File: config.mk
export PLATFORM = sky130hd
export DESIGN_NAME = pwm_peripheral
export DESIGN_NICKNAME = d
export VERILOG_FILES = /design/src/rtl/pwm_pkg.sv /design/src/rtl/pwm_timebase.sv /design/src/rtl/pwm_peripheral.sv
export SDC_FILE = /design/constraint.sdc
export NUM_CORES = 1
export LEC_CHECK = 0
export CORE_AREA = 8 8 62 85
export DETAILED_ROUTE_END_ITERATION = 10
export DIE_AREA = 0 0 70 93
export PLACE_DENSITY = 0.85
export SLEW_MARGIN = 20
export SYNTH_ARGS = -nofsm -noshare
export SYNTH_HDL_FRONTEND = slang
export SYNTH_SLANG_ARGS = --single-unit
File: constraint.sdc
create_clock -name clk -period 2.8 [get_ports clk]
set_input_delay 0.56 -clock clk [delete_from_list [all_inputs] [get_ports clk]]
set_output_delay 0.56 -clock clk [all_outputs]
set_load 0.02 [all_outputs]
File: src/rtl/pwm_pkg.sv
// pwm_pkg: shared widths and constants for the PWM peripheral.
package pwm_pkg;
  localparam int PWM_CNT_W = 8;
  localparam int NUM_CH = 16;
  localparam int CLK_DIV_DEFAULT = 13;
  localparam logic [PWM_CNT_W-1:0] DUTY_FULL = 8'hFF;
endpackage

File: src/rtl/pwm_timebase.sv
// pwm_timebase: free-running prescaler and 8-bit period counter with period strobes.
module pwm_timebase
  import pwm_pkg::*;
#(
  parameter int CLK_DIV = CLK_DIV_DEFAULT
) (
  input  logic                 clk,
  input  logic                 rst_n,
  output logic [PWM_CNT_W-1:0] pwm_cnt,
  output logic                 wrap,
  output logic                 period_start
);
  localparam int PW = (CLK_DIV > 1) ? $clog2(CLK_DIV) : 1;
  logic [PW-1:0] presc_cnt;
  logic          tick;
  logic          first;
  assign tick = presc_cnt == PW'(CLK_DIV - 1);
  assign wrap = tick && pwm_cnt == '1;
  // first marks the clk right after reset release so it also opens a period
  always_ff @(posedge clk or negedge rst_n) begin
    if (!rst_n) begin
      presc_cnt    <= '0;
      pwm_cnt      <= '0;
      first        <= 1'b1;
      period_start <= 1'b0;
    end else begin
      presc_cnt    <= tick ? '0 : presc_cnt + PW'(1);
      pwm_cnt      <= tick ? pwm_cnt + PWM_CNT_W'(1) : pwm_cnt;
      first        <= 1'b0;
      period_start <= wrap || first;
    end
  end
endmodule

File: src/rtl/pwm_peripheral.sv
// pwm_peripheral: 16 static/PWM channels sharing one period-aligned, double-buffered duty.
module pwm_peripheral
  import pwm_pkg::*;
#(
  parameter int CLK_DIV = CLK_DIV_DEFAULT
) (
  input  logic                 clk,
  input  logic                 rst_n,
  input  logic [7:0]           en_reg_out_7_0,
  input  logic [7:0]           en_reg_out_15_8,
  input  logic [7:0]           en_reg_pwm_7_0,
  input  logic [7:0]           en_reg_pwm_15_8,
  input  logic [7:0]           pwm_duty_cycle,
  output logic [NUM_CH-1:0]    out,
  output logic                 period_start
);
  logic [PWM_CNT_W-1:0] pwm_cnt;
  logic [PWM_CNT_W-1:0] duty_q;
  logic [PWM_CNT_W-1:0] duty_eff;
  logic                 wrap;
  logic                 load_pend;
  logic                 pwm_sig;
  logic [NUM_CH-1:0]    en_out;
  logic [NUM_CH-1:0]    en_pwm;
  pwm_timebase #(.CLK_DIV(CLK_DIV)) u_timebase (
    .clk          (clk),
    .rst_n        (rst_n),
    .pwm_cnt      (pwm_cnt),
    .wrap         (wrap),
    .period_start (period_start)
  );
  assign en_out = {en_reg_out_15_8, en_reg_out_7_0};
  assign en_pwm = {en_reg_pwm_15_8, en_reg_pwm_7_0};
  // shadow is transparent until its first load so the post-reset duty drives the very first period
  assign duty_eff = load_pend ? pwm_duty_cycle : duty_q;
  assign pwm_sig = (duty_eff == DUTY_FULL) || (pwm_cnt < duty_eff);
  always_ff @(posedge clk or negedge rst_n) begin
    if (!rst_n) begin
      duty_q    <= '0;
      load_pend <= 1'b1;
      out       <= '0;
    end else begin
      duty_q    <= (wrap || load_pend) ? pwm_duty_cycle : duty_q;
      load_pend <= 1'b0;
      out       <= en_out & (~en_pwm | {NUM_CH{pwm_sig}});
    end
  end
endmodule

==> results.cfg <==
[cells_and_area]
fraction_of_final_layout_cells_with_drive_strength_greater_than_1 = 0.103
final_core_utilization = 0.600
layout_common_cells = sky130_fd_sc_hd__clkdlybuf4s50_1, sky130_fd_sc_hd__dfrtp_1, sky130_fd_sc_hd__inv_1
layoutNonFillerInstCount = 258
antenna_cells = 0
final_nets = 264
leading_cell_type_in_the_layout_fill_and_taps_excluded = sky130_fd_sc_hd__clkdlybuf4s50_1
area.growth.synth_to_final_pct = 39.0

[die]
floorplan.die.width_um = 70
die_area_sq_um = 6510
die_span_in_y_um = 93
fp-row-count = 28
floorplan.initialDensity = 0.432
core_sq_um = 4060
num_io_pins = 59

[power_and_ir_drop]
total_switching_power_w = 0.000271
p_leak_nw = 1.09
swShare = 0.242
power.density_cell_area_nw_per_um2 = 459
power.clock.fraction = 0.318
cell_internal_pwr_w = 0.000850
share_comb_of_total_power = 0.156
p_seq_frac = 0.527
fin_total_pwr_w = 0.00112
vdd_ir_drop_max_uv = 352

[setup_path]
critPathCaptureType = flop
cp.arrival_ns = 2.67
timing.rr.end = out[12]
critPathLaunchType = flop
required_time_reported_for_the_critical_path_endpoint_ns = 3.01
reg2reg_setup_slack_ns = 0.34
register_to_register_path_depth = 7
crit_type = flop to flop
crit-reg2reg-launch = u_timebase.first
critical_path.max_fanout = 16

[logic_synthesis]
synth.cell_area_sq_um = 1760
syn-num-nets = 203
syn_avg_cell_area_sq_um = 11.6
synth_cell_types = 29
synth-warning-count = 0
post_synth_inst_count = 151
yosysSeqAreaShare = 0.542
postSynthRegisterBits = 38

[sta]
maxSlewHeadroom = 0.459
slew_viol_final = 0
fin_crit_share = 0.879
max_slew.worst_pin.slew_ns = 0.811
timing.final.ws_setup_ns = 0.337
fin_setup_tns_ns = 0
max_freq_ghz = 0.406
minimum_clock_period_after_layout_ns = 2.46
finalClockSkew_ns = 0.00503
hold_fails_final_rpt = 0
unrepaired_setup_endpoints_after_global_routing = false
setup-violations-final = 0

[clocking]
numClockSinks = 38
cts_repair_resize_count = 0
cts.htree.levels = 2
clock_tree_from_tritoncts = done
clk_transition_reported_paths_ns = 0.07
clock_tree.root_cell = sky130_fd_sc_hd__clkbuf_8
cts-root-to-sink-buffers = 2
cts-buffers-inserted = 5
worstSkewPairLatency_ns = 0.29
ctsHoldBuffers = 0
cts_setup_buffers = 0

[grt]
gr-total-overflow = 0
first_global_vias = 1448
maximum_number_of_pins_on_one_net_before_global_route_repair = 39
wire_length_of_the_first_global_routing_pass_um = 6470
grtUsageTotal = 0.123
initial_antenna_violation_count = 0

[drt]
drt_pass1_iterations = 4
wl_per_cell_um = 15.0
wirelength_um = 3860
initialDrtViolationCount = 73
detailroute.via_count = 1325
via_per_inst = 5.14
drc = 0
antenna_nets_post_route = 0

[worst_hold_path]
worst_hold_path_type = input port to async pin

[run_status]
status = completed

[job]
maxCapViolations = 0

[placed_design]
placed_cells = 250
routabilityCongestion = 0.858
place.detailed.hpwl_um = 3000
placement.setup.worst_slack_ns = 0.163
input_output_buffers = 58
==> per-layer routing <==
| layer | GRT usage | part of all wire |
|---|---|---|
| met4 | 0.0504 | 0.016 |
| met2 | 0.210 | 0.52 |
| met3 | 0.0583 | 0.080 |
| met1 | 0.125 | 0.39 |
| met5 | 0 | 0 |
==> Yosys cell counts <==
library cell	number	share of area
sky130_fd_sc_hd__dfrtp_1	37	0.53
sky130_fd_sc_hd__inv_1	22	0.047
sky130_fd_sc_hd__a31oi_1	16	0.057
sky130_fd_sc_hd__ha_1	10	0.071
sky130_fd_sc_hd__mux2_2	9	0.058
sky130_fd_sc_hd__nor2_1	8	0.017
sky130_fd_sc_hd__mux2i_1	7	0.040
sky130_fd_sc_hd__xnor2_1	6	0.030
sky130_fd_sc_hd__nand2_1	4	0.0086
sky130_fd_sc_hd__nand4_1	4	0.014
sky130_fd_sc_hd__a21oi_1	3	0.0086
sky130_fd_sc_hd__buf_2	3	0.0086
sky130_fd_sc_hd__and3_1	2	0.0071
sky130_fd_sc_hd__buf_6	2	0.013
sky130_fd_sc_hd__nand3_1	2	0.0057
sky130_fd_sc_hd__o21ai_0	2	0.0057
sky130_fd_sc_hd__xor2_1	2	0.010
sky130_fd_sc_hd__a211oi_1	1	0.0043
sky130_fd_sc_hd__a21oi_4	1	0.0093
sky130_fd_sc_hd__a41oi_1	1	0.0050
sky130_fd_sc_hd__conb_1	1	0.0021
sky130_fd_sc_hd__dfstp_2	1	0.015
sky130_fd_sc_hd__mux2_1	1	0.0064
sky130_fd_sc_hd__nor3b_1	1	0.0043
sky130_fd_sc_hd__nor4_2	1	0.0071
sky130_fd_sc_hd__o211ai_1	1	0.0043
sky130_fd_sc_hd__o21ai_2	1	0.0050
sky130_fd_sc_hd__o41ai_1	1	0.0050
sky130_fd_sc_hd__or3_1	1	0.0036
==> cells by family after synthesis <==
family / synth area share
simple gates: 0.0677
xor+xnor: 0.0399
flops: 0.542
mux: 0.104
other cells: 0.00214
fa+ha+maj: 0.0713
compound gates: 0.104
buf+inv: 0.0684
==> critical path, cell delays in order (launching register included) <==
cell                      delay [ns]
sky130_fd_sc_hd__dfstp_2        0.73
sky130_fd_sc_hd__mux2i_1        0.34
sky130_fd_sc_hd__ha_1           0.32
sky130_fd_sc_hd__a41oi_1        0.16
sky130_fd_sc_hd__o21ai_0        0.13
sky130_fd_sc_hd__or3_1          0.33
sky130_fd_sc_hd__buf_4          0.20
sky130_fd_sc_hd__a31oi_1        0.18
==> how the worst max path moves through the flow <==
stage / from / endpoint / slack, ns / cells after the start
finish: u_timebase.first / out[12] / 0.34 / 7
global route: u_timebase.first / out[8] / 0.19 / 7
CTS: u_timebase.first / out[6] / 0.35 / 7
detailed placement: pwm_duty_cycle[6] / out[6] / 0.16 / 8
global placement: pwm_duty_cycle[7] / out[1] / 0.21 / 8
floorplan: u_timebase.first / out[10] / 0.54 / 9
==> flip-flops by register name, summed over array words and instances, names as in the netlist <==
name and flops:
u_timebase.first 1, duty_q 8, out 16, u_timebase.period_start 1
u_timebase.pwm_cnt 8, u_timebase.presc_cnt 4
==> cell type report <==
class | instances | area (sq um)
clock buffers | 6 | 72.6
clock inverters | 2 | 10.0
fillers | 340 | 1620
inverters | 22 | 82.6
multi-input cells | 86 | 683
flip-flops and latches | 38 | 952
well taps | 45 | 56.3
repair buffers | 59 | 583
==> stage by stage <==
stage / hold slack (ns) / cell area, sq um
3_3_place_gp: 0.451 / 2360
3_5_place_dp: 0.469 / 2360
4_1_cts: 0.388 / 2440
2_1_floorplan: 0.264 / 1760
5_1_grt: 0.438 / 2440
6_report: 0.358 / 2440
==> power by group through the flow <==
stage / registers [W] / logic (W) / clock network, W
2_1_floorplan: 0.000612 / 0.0000550 / 0
3_3_place_gp: 0.000599 / 0.000173 / 0
3_5_place_dp: 0.000600 / 0.000176 / 0
4_1_cts: 0.000590 / 0.000177 / 0.000365
5_1_grt: 0.000593 / 0.000190 / 0.000386
6_report: 0.000590 / 0.000174 / 0.000356
Power figures use the tool's default switching activity.
